--- src/rtl/fifo_wr_packer.sv ---
// Purpose: packs narrow WIDTH_IN beats, little-endian, into WIDTH_OUT words for the dual-clock FIFO write side.
// Latency: a word is presented the cycle after its final beat is accepted; a partial word flushes on last_in.
// Backpressure: while a word is held, ready_in follows ready_out, so one beat per cycle is sustained under ready_out=1.
module fifo_wr_packer #(
  parameter int WIDTH_IN   = 32,
  parameter int WIDTH_OUT  = 64,
  localparam int RATIO     = WIDTH_OUT / WIDTH_IN,
  localparam int CNT_WIDTH = $clog2(WIDTH_OUT / WIDTH_IN) + 1
) (
  input  logic                 clk,
  input  logic                 rst,
  input  logic [WIDTH_IN-1:0]  data_in,
  input  logic                 valid_in,
  input  logic                 last_in,
  output logic                 ready_in,
  output logic [WIDTH_OUT-1:0] data_out,
  output logic                 valid_out,
  input  logic                 ready_out,
  output logic                 last_out,
  output logic [CNT_WIDTH-1:0] count_out
);

  // FILL accumulates beats into the word register; HOLD presents it to the FIFO.
  typedef enum logic {FILL = 1'b0, HOLD = 1'b1} state_t;

  state_t               state_q, state_nxt;
  logic [WIDTH_OUT-1:0] word_q, word_nxt;
  logic [CNT_WIDTH-1:0] cnt_q, cnt_nxt;
  logic [CNT_WIDTH-1:0] count_q, count_nxt;
  logic                 last_q, last_nxt;
  logic                 in_xfer;

  assign in_xfer = valid_in & ready_in;

  // State register.
  always_ff @(posedge clk) begin
    if (rst) begin
      state_q <= FILL;
    end else begin
      state_q <= state_nxt;
    end
  end

  // Word, beat counter and side-band registers; a reset discards any partial or pending word.
  always_ff @(posedge clk) begin
    if (rst) begin
      word_q  <= '0;
      cnt_q   <= '0;
      count_q <= '0;
      last_q  <= 1'b0;
    end else begin
      word_q  <= word_nxt;
      cnt_q   <= cnt_nxt;
      count_q <= count_nxt;
      last_q  <= last_nxt;
    end
  end

  // Next state and next datapath contents; a word closes on a full lane set or on last_in.
  always_comb begin
    state_nxt = state_q;
    word_nxt  = word_q;
    cnt_nxt   = cnt_q;
    count_nxt = count_q;
    last_nxt  = last_q;
    unique case (state_q)
      FILL: begin
        if (in_xfer) begin
          for (int k = 0; k < RATIO; k++) begin
            if (cnt_q == CNT_WIDTH'(k)) begin
              word_nxt[k*WIDTH_IN +: WIDTH_IN] = data_in;
            end
          end
          if ((cnt_q == CNT_WIDTH'(RATIO - 1)) || last_in) begin
            state_nxt = HOLD;
            count_nxt = cnt_q + CNT_WIDTH'(1);
            last_nxt  = last_in;
            cnt_nxt   = '0;
          end else begin
            cnt_nxt = cnt_q + CNT_WIDTH'(1);
          end
        end
      end
      HOLD: begin
        // The held word leaves; a beat arriving in the same cycle seeds a fresh cleared word.
        if (ready_out) begin
          state_nxt = FILL;
          word_nxt  = '0;
          cnt_nxt   = '0;
          count_nxt = '0;
          last_nxt  = 1'b0;
          if (in_xfer) begin
            word_nxt[WIDTH_IN-1:0] = data_in;
            if ((RATIO == 1) || last_in) begin
              state_nxt = HOLD;
              count_nxt = CNT_WIDTH'(1);
              last_nxt  = last_in;
            end else begin
              cnt_nxt = CNT_WIDTH'(1);
            end
          end
        end
      end
      default: begin
        state_nxt = FILL;
      end
    endcase
  end

  // Outputs: registered word and side-band, combinational ready that is forced low during reset.
  always_comb begin
    valid_out = (state_q == HOLD);
    ready_in  = !rst && ((state_q == FILL) || ready_out);
    data_out  = word_q;
    count_out = count_q;
    last_out  = last_q;
  end

endmodule

--- config.mk ---
export PLATFORM = sky130hd
export DESIGN_NAME = fifo_wr_packer
export DESIGN_NICKNAME = d
export VERILOG_FILES = /design/src/rtl/fifo_wr_packer.sv
export SDC_FILE = /design/constraint.sdc
export NUM_CORES = 1
export LEC_CHECK = 0
export BUFFER_PORTS_ARGS = -buffer_cell sky130_fd_sc_hd__buf_2
export CAP_MARGIN = 20
export CORE_MARGIN = 8
export CORE_UTILIZATION = 30
export CTS_BUF_LIST = sky130_fd_sc_hd__clkbuf_16
export DETAILED_ROUTE_END_ITERATION = 7
export GPL_TIMING_DRIVEN = 0
export SETUP_SLACK_MARGIN = 0.2
export SLEW_MARGIN = 20
export SYNTH_ARGS = -nofsm -noshare
export SYNTH_HDL_FRONTEND = slang
export SYNTH_SLANG_ARGS = --single-unit
--- constraint.sdc ---
create_clock -name clk -period 1.6 [get_ports clk]
set_clock_uncertainty 0.15 [all_clocks]
set_input_delay 0.08 -clock clk [delete_from_list [all_inputs] [get_ports clk]]
set_output_delay 0.08 -clock clk [all_outputs]
set_load 0.01 [all_outputs]
==> results.sh, run 1 <==
export IMPL_dieArea_um2=11650
export IMPL_grt_usage_pct=13.47
export IMPL_hold_class="input pin to register"
export IMPL_fp_dieH_um=107.9
export IMPL_timing_final_max_slew_violations=0
export IMPL_avgViaCountPerCell=4.715
export IMPL_final_cell_mix="104 x buf_2, 67 x dfxtp_1, 36 x nand3_1"
export IMPL_synthTopCellsByArea="dfxtp_1 55%, a22o_1 11%, a21oi_1 7.1%, nand3_1 7.1%, nand2_1 5.0%"
export IMPL_grt_max_degree=12
export IMPL_power_static_leakage_uw=0.001994
export IMPL_required_ps=1700
export IMPL_finalSetupViolations=0
export IMPL_ant_nets=0
export IMPL_multi_input_area_um2=1186
export IMPL_drv_cap=0
export IMPL_finalHoldViolCount=0
export IMPL_clock_sinks=70
export IMPL_maxSlewHeadroom_pct=52.89
export IMPL_yosysTopAreaCellShare_pct=55.25
export IMPL_power_frac_comb_pct=14.3
export IMPL_yosysTopAreaCell="dfxtp_1"
export IMPL_drive_gt1_share_pct=47.13
export IMPL_startpoint_type="register"
export IMPL_wl_per_cell_um=15.89
export IMPL_seqCellArea_um2=1410
export IMPL_die_w_um=107.9
export IMPL_io_pins=106
export IMPL_synth_seq_cells=70
export IMPL_grt_ovfl_total=0
export IMPL_clock_fmax_ghz=0.6602
export IMPL_drtIter0Drc=42
export IMPL_fp_coreArea_um2=8217
export IMPL_first_pass_iters=4
export IMPL_seq_area_frac_synth_pct=55.25
export IMPL_syn_nets=299
export IMPL_p_switching_uw=1058
export IMPL_antenna_found_initial=0
export IMPL_path_clk_slew_ps=60
export IMPL_crit_path_end_kind="register"
export IMPL_worstSetupPathType="register to register"
export IMPL_htree_levels=3
export IMPL_clock_latency_ps=320
export IMPL_routabilityCongestion=0.7415
export IMPL_rsz0062_at_grt="true"
export IMPL_syn_area_um2=2536
export IMPL_period_share_pct=94.66
export IMPL_vdd_ir_drop_max_mv=0.4672
export IMPL_status="complete, no violations"
export IMPL_fin_nets=469
export IMPL_grt_pass1_wl_um=12450
export IMPL_cts_tree="yes"
export IMPL_post_route_drc_count=0
export IMPL_power_density_cell_area_nw_per_um2=1029
export IMPL_syn_area_per_cell_um2=9.755
export IMPL_final_util_pct=54.18
export IMPL_std_cell_rows=33
export IMPL_pwr_share_seq_pct=40.8
export IMPL_yosys_warnings=0
export IMPL_p_sw_share_pct=23.10
export IMPL_p_clk_share_pct=44.9
export IMPL_final_common_cell="buf_2"
export IMPL_initial_core_util_pct=30.87
export IMPL_cts_buffers=9
export IMPL_root_buffer="clkbuf_16"
export IMPL_cts_buffer_depth=2
export IMPL_num_vias=2546
export IMPL_diodes=0
export IMPL_fillers=745
export IMPL_p_int_uw=3521
export IMPL_totalWireLength_um=8579
export IMPL_ys_types=29
export IMPL_dp_hpwl_um=5322
export IMPL_worstPathMaxFanout=8
export IMPL_netlist_instances=260
export IMPL_tightestPinTransition_ps=706.6
export IMPL_area_growth_pct=75.53
export IMPL_portBuffers=104
export IMPL_fin_crit_ps=1515
export IMPL_finalSetupTns_ps=0
export IMPL_crit_arrival_ps=1610
export IMPL_grt_pass1_vias=2497
routing by layer:
layer | vias to the layer above | global-route usage (%) | wire length (µm) | part of all wire [%]
met1 | 1191 | 15.87 | 3778 | 44
met5 | - | 0 | 0 | 0
met2 | 74 | 22.45 | 4156 | 48
li1 | 1271 | - | - | -
met3 | 10 | 4.164 | 537 | 6.3
met4 | 0 | 5.055 | 107 | 1.2
Yosys cell counts:
| cell | count |
|---|---|
| nor2b_4 | 1 |
| buf_4 | 4 |
| a211oi_4 | 1 |
| nor3_1 | 1 |
| inv_1 | 3 |
| nand4b_1 | 1 |
| nand2b_1 | 4 |
| clkbuf_1 | 8 |
| a21oi_1 | 36 |
| or2_2 | 1 |
| or4_1 | 1 |
| o21ai_0 | 1 |
| o211ai_1 | 1 |
| nand2_1 | 34 |
| a22o_1 | 32 |
| a21oi_2 | 1 |
| nand3_1 | 36 |
| nand4bb_1 | 1 |
| o31ai_1 | 1 |
| ha_1 | 2 |
| dfxtp_1 | 70 |
| and2_4 | 1 |
| nor2_1 | 3 |
| buf_2 | 7 |
| and4bb_1 | 1 |
| nor2b_1 | 2 |
| o41ai_1 | 1 |
| o311a_1 | 1 |
| buf_6 | 4 |
worst paths after layout:
| path | from | to | slack (ps) | depth (start not counted) |
|---|---|---|---|---|
| worst max-delay path | cnt_q[1] | data_out[46] | 90 | 7 |
| worst min-delay path | valid_in | cnt_q[0] | 9 | 3 |
| worst max register to register | cnt_q[1] | data_out[46] | 90 | 7 |
| worst min register to register | last_out | last_out | 310 | 2 |
state kept, by name, summed over array words and instances, names as in the netlist:
signal	flops
cnt_q	2
valid_out	1
data_out	64
count_out	2
last_out	1
power by group through the flow:
stage                     Sequential (µW)  Clock, µW  Combinational, µW
after CTS                            1860       2100                558
final                                1870       2060                655
after detailed placement             1900          0                431
after global routing                 1880       2170                705
after floorplan                      1940          0                199
after global placement               1900          0                428
final cells by class:
| cell class | instances | share of cell area (%) |
|---|---|---|
| Buffer | 23 | 5.228 |
| Clock buffer | 9 | 5.059 |
| Clock inverter | 7 | 1.883 |
| Inverter | 3 | 0.3654 |
| Multi-Input combinational cell | 164 | 26.64 |
| Sequential cell | 70 | 31.68 |
| Tap cell | 105 | 2.951 |
| Timing Repair Buffer | 159 | 26.19 |
what timing repair did:
action,in CTS,in global routing
pin swaps,2,54
buffers inserted,7,5
endpoints found under the setup margin,64,64
cloned,1,7
gates resized for setup,39,54
hold endpoints to repair,69,0
hold buffers,35,0
metrics by stage:
stage	area, µm²	hold slack, ps	std cells	setup slack, ps	power [µW]
4_1_cts	4046	-28.75	528	118.7	4523
6_report	4452	8.916	540	85.37	4579
3_3_place_gp	3196	155.6	469	-86.26	2326
3_5_place_dp	3196	159.2	469	-137.5	2331
2_1_floorplan	2544	24.56	260	182.3	2135
5_1_grt	4452	18.71	540	24.51	4750
critical path: stages (launching register included):
cell and delay, ps:
dfxtp_2 330, inv_4 70, ha_4 160, and4bb_1 210
buf_6 180, clkbuf_16 170, nand2_1 50, a21oi_1 110
kinds of logic after synthesis:
group / count (synthesis) / synth area share (%)
simple gates: 87 / 16.97
compound gates: 75 / 20.82
flops: 70 / 55.25
buf+inv: 26 / 5.969
fa+ha+maj: 2 / 0.9865
(Power assumes the default switching activity.)
==> inputs of run 2 (changes only) <==
--- a/config.mk
+++ b/config.mk
@@ -7,6 +7,7 @@
 export LEC_CHECK = 0
 export BUFFER_PORTS_ARGS = -buffer_cell sky130_fd_sc_hd__buf_2
 export CAP_MARGIN = 20
+export CORE_ASPECT_RATIO = 0.5
 export CORE_MARGIN = 8
 export CORE_UTILIZATION = 30
 export CTS_BUF_LIST = sky130_fd_sc_hd__clkbuf_16
==> run 2 against run 1 <==
The flow now finishes with violations (hold timing). Cell count grew 1.5%. Sequential power is essentially flat. Clock-buffer cell count is the same. Critical path depth shrank 1. Utilization shrank 0.76 points. Largest power group unchanged. Sequential share of layout area grew 0.79 points. Maximum frequency shrank 0.47%. Routed wire length grew 0.83%. Power grew 3.7%.
==> results.sh, run 2 (synthesis results as in run 1) <==
export IMPL_maxSlewHeadroom_pct=63.76
export IMPL_finalSetupViolations=0
export IMPL_totalWireLength_um=8650
export IMPL_io_pins=106
export IMPL_cts_tree="yes"
export IMPL_area_growth_pct=70.94
export IMPL_critical_path_top_delay_family="compound AO/OA/AOI/OAI gates"
export IMPL_grt_max_degree=13
export IMPL_tightestPinTransition_ps=543.7
export IMPL_root_buffer="clkbuf_16"
export IMPL_worstPathMaxFanout=6
export IMPL_violations="hold timing"
export IMPL_crit_slowest_cell="dfxtp_4"
export IMPL_first_pass_iters=4
export IMPL_holdBufCountCts=37
export IMPL_rsz0062_at_grt="true"
export IMPL_fin_crit_ps=1522
export IMPL_clock_latency_ps=330
export IMPL_grt_pass1_wl_um=13380
export IMPL_finalHoldViolCount=1
export IMPL_portBuffers=104
export IMPL_drv_cap=0
export IMPL_vdd_ir_drop_max_mv=0.6838
export IMPL_std_cell_rows=23
export IMPL_status="finished with violations"
export IMPL_fp_coreArea_um2=8115
export IMPL_antenna_found_initial=0
export IMPL_final_common_cell="buf_2"
export IMPL_setup_ws_ps=78.27
export IMPL_htree_levels=3
export IMPL_seqCellArea_um2=1408
export IMPL_initial_core_util_pct=31.25
export IMPL_hold_class="input pin to register"
export IMPL_routabilityCongestion=0.7172
export IMPL_dp_hpwl_um=5509
export IMPL_hold_worst_slack_ps=-19.22
export IMPL_crit_top_cell="buf_6"
export IMPL_clock_sinks=70
export IMPL_power_density_cell_area_nw_per_um2=1095
export IMPL_crit_arrival_ps=1640
export IMPL_cts_buffers=9
export IMPL_final_util_pct=53.42
export IMPL_timing_final_max_slew_violations=0
export IMPL_diodes=0
export IMPL_multi_input_area_um2=1124
export IMPL_cts_buffer_depth=2
export IMPL_num_vias=2568
export IMPL_stdcell_count=548
export IMPL_avgViaCountPerCell=4.686
export IMPL_dp_cells=476
export IMPL_wl_per_cell_um=15.78
export IMPL_crit_path_end_kind="register"
export IMPL_dieArea_um2=11830
export IMPL_drive_gt1_share_pct=45.18
export IMPL_fp_dieH_um=81.02
export IMPL_startpoint_type="register"
export IMPL_clock_fmax_ghz=0.6571
export IMPL_worstPathCellList="inv_4 > ha_4 > a211oi_4 > buf_6 > buf_6 > a22o_1"
export IMPL_post_route_drc_count=0
export IMPL_fin_nets=470
export IMPL_drtIter0Drc=133
export IMPL_pre_cts_slack_ps=-38.38
export IMPL_crit_buf_inv=3
export IMPL_path_clk_slew_ps=60
export IMPL_final_cell_mix="105 x buf_2, 67 x dfxtp_1, 37 x dlygate4sd3_1"
export IMPL_worstSetupPathType="register to register"
export IMPL_slowest_delay_ps=380
export IMPL_grt_ovfl_total=0
export IMPL_grt_pass1_vias=2545
export IMPL_fillers=736
export IMPL_grt_usage_pct=14.04
export IMPL_required_ps=1720
export IMPL_die_w_um=146.0
export IMPL_largest_reg_flops=64
export IMPL_ant_nets=0
export IMPL_placed_area_um2=3204
export IMPL_period_share_pct=95.11
export IMPL_postLayoutCellArea_um2=4335
export IMPL_power_static_leakage_uw=0.001942
run 2: where the power goes:
group / internal (µW) / leakage, µW / switching (µW)
combinational: 327 / 0.00120 / 294
sequential: 1820 / 0.000572 / 42.8
clock: 1510 / 0.000167 / 748
run 2: worst paths after layout:
check,start,endpoint,slack (ps),cells past startpoint
worst max-delay path,cnt_q[0],data_out[2],80,6
worst min-delay path,ready_out,valid_out,-20,3
worst max register to register,cnt_q[0],data_out[2],80,6
worst min register to register,last_out,last_out,310,2
run 2: metal layers:
layer	wire length [µm]	GRT usage, %	vias to the layer above
met5	0	0	-
met4	107	5.708	0
met3	369	4.712	10
met2	4600	24.98	43
met1	3574	15.66	1243
li1	-	-	1272
run 2: worst register-to-register path, cell delays in order, from the launching register on:
cell and delay (ps):
dfxtp_4 380, inv_4 50, ha_4 170, a211oi_4 240, buf_6 190, buf_6 130
a22o_1 150
run 2: metrics by stage:
step / TNS (ps) / power [µW]
after CTS: 0 / 4748
after floorplan: 0 / 2135
after global placement: -448.0 / 2328
final: 0 / 4748
after detailed placement: -1098 / 2331
after global routing: 0 / 4930
run 2: final cells by class:
type	count	share of cell area (%)
buffer	23	5.166
clock buffer	9	5.195
clock inverter	7	2.597
inverter	3	0.3175
multi-input combinational	164	25.92
sequential	70	32.47
tap	112	3.232
timing repair buffer	160	25.11
run 2: what timing repair did:
| action | in CTS | in global routing |
|---|---|---|
| pin swaps | 24 | 21 |
| endpoints found under the hold margin | 69 | 1 |
| cloned | 4 | 2 |
| resized for setup | 55 | 20 |
| setup endpoints to repair | 63 | 65 |
| setup buffers | 10 | 3 |
==> inputs of run 3 (changes only) <==
--- a/config.mk
+++ b/config.mk
@@ -13,8 +13,11 @@
 export CTS_BUF_LIST = sky130_fd_sc_hd__clkbuf_16
 export DETAILED_ROUTE_END_ITERATION = 7
 export GPL_TIMING_DRIVEN = 0
+export MAX_ROUTING_LAYER = met4
+export PLACE_DENSITY = 0.62
 export SETUP_SLACK_MARGIN = 0.2
 export SLEW_MARGIN = 20
 export SYNTH_ARGS = -nofsm -noshare
 export SYNTH_HDL_FRONTEND = slang
 export SYNTH_SLANG_ARGS = --single-unit
+export TNS_END_PERCENT = 20
==> run 3 against run 2 <==
The flow still finishes with violations (hold timing). Clock power shrank 8%. Routed wire length shrank 4.2%. Sequential power is essentially flat. Register-to-register slack gained 50 ps. Flip-flop and latch count is the same. Sequential share of layout area grew 1.7 points.
==> results.sh, run 3 (synthesis results as in run 1) <==
export IMPL_hold_worst_slack_ps=-15.45
export IMPL_stdcell_count=539
export IMPL_fp_coreArea_um2=8115
export IMPL_period_share_pct=91.89
export IMPL_drv_cap=0
export IMPL_cts_tree="yes"
export IMPL_final_util_pct=50.79
export IMPL_power_uw=4528
export IMPL_num_vias=2546
export IMPL_post_route_drc_count=0
export IMPL_area_growth_pct=62.51
export IMPL_tightestPinTransition_ps=509.7
export IMPL_worstSetupPathType="register to register"
export IMPL_largest_reg_flops=64
export IMPL_vdd_ir_drop_max_mv=0.5197
export IMPL_timing_final_max_slew_violations=0
export IMPL_portBuffers=104
export IMPL_first_pass_iters=4
export IMPL_wl_per_cell_um=15.38
export IMPL_clock_fmax_ghz=0.6802
export IMPL_startpoint_type="register"
export IMPL_io_pins=106
export IMPL_finalSetupViolations=0
export IMPL_grt_ovfl_total=0
export IMPL_clock_latency_ps=330
export IMPL_power_static_leakage_uw=0.001856
export IMPL_rsz0062_at_grt="true"
export IMPL_highest_layer="met4"
export IMPL_maxSlewHeadroom_pct=66.02
export IMPL_antenna_found_initial=0
export IMPL_totalWireLength_um=8290
export IMPL_finalHoldViolCount=1
export IMPL_grt_usage_pct=14.75
export IMPL_routabilityCongestion=0.7691
export IMPL_crit_arrival_ps=1570
export IMPL_crit_path_end_kind="register"
export IMPL_ant_nets=0
export IMPL_status="finished with violations"
export IMPL_wl_met2_um=4126
export IMPL_drtIter0Drc=112
export IMPL_power_density_cell_area_nw_per_um2=1099
export IMPL_grt_pass1_wl_um=13370
export IMPL_avgViaCountPerCell=4.724
export IMPL_dieArea_um2=11830
export IMPL_final_cell_mix="104 x buf_2, 67 x dfxtp_1, 36 x nand3_1"
export IMPL_fp_dieH_um=81.02
export IMPL_required_ps=1700
export IMPL_drive_gt1_share_pct=39.34
export IMPL_final_common_cell="buf_2"
export IMPL_wl_met3_um=385
export IMPL_finalSetupTns_ps=0
export IMPL_worstPathMaxFanout=10
export IMPL_cts_buffers=9
export IMPL_setup_ws_ps=129.8
export IMPL_grt_pass1_vias=2581
export IMPL_pre_cts_slack_ps=-28.51
export IMPL_grt_max_degree=13
export IMPL_path_clk_slew_ps=50
export IMPL_diodes=0
export IMPL_htree_levels=3
export IMPL_std_cell_rows=23
export IMPL_cts_buffer_depth=2
export IMPL_violations="hold timing"
export IMPL_die_w_um=146.0
export IMPL_root_buffer="clkbuf_16"
export IMPL_initial_core_util_pct=31.25
export IMPL_dp_cells=476
export IMPL_met1_length_um=3623
export IMPL_hold_class="input pin to register"
export IMPL_dp_hpwl_um=5563
export IMPL_fin_nets=461
export IMPL_fin_crit_ps=1470
export IMPL_clock_sinks=70
## run 3: power by group
part / switching [µW] / total (µW) / leakage [µW] / internal (µW)
clock: 725 / 2080 / 0.000157 / 1350
sequential: 41.2 / 1870 / 0.000572 / 1820
combinational: 280 / 584 / 0.00113 / 304
## run 3: final timing paths
check | depth (start not counted) | startpoint | slack, ps | to
max | 7 | cnt_q[1] | 130 | data_out[33]
min | 3 | ready_out | -20 | valid_out
max reg2reg | 7 | cnt_q[1] | 130 | data_out[33]
min reg2reg | 2 | last_out | 310 | last_out
## run 3: metal layers
layer / vias to the layer above / track usage (%)
li1: 1252 / -
met1: 1213 / 16.32
met2: 65 / 24.84
met3: 16 / 4.712
met4: 0 / 6.014
met5: - / -
## run 3: area by class of cell
type	count	area [µm²]
plain buffers	23	211.5
clock buffers	9	225.2
clock inverters	7	90.09
fillers	777	3994
inverters	3	11.26
multi-input cells	164	1046
flip-flops and latches	70	1408
well taps	112	140.1
repair buffers	151	989.7
## run 3: per-stage QoR
step | hold slack, ps | instance area (µm²)
2_1_floorplan | 24.56 | 2544
3_3_place_gp | 154.4 | 3204
3_5_place_dp | 162.0 | 3204
4_1_cts | -55.71 | 4036
5_1_grt | 21.46 | 4121
6_report | -15.45 | 4121
## run 3: what timing repair did
item,4_1_cts,5_1_grt
hold buffers,35,0
gates resized for setup,32,13
setup buffers,6,2
cloned,3,1
pin swaps,6,2
endpoints found under the setup margin,63,65
hold endpoints to repair,68,0
## run 3: critical path, stage by stage, from the launching register on
cell and delay, ps:
dfxtp_2 320, inv_2 80, ha_4 160, and4bb_1 210, buf_6 140, buf_8 130
nand2_1 70, a21oi_1 130
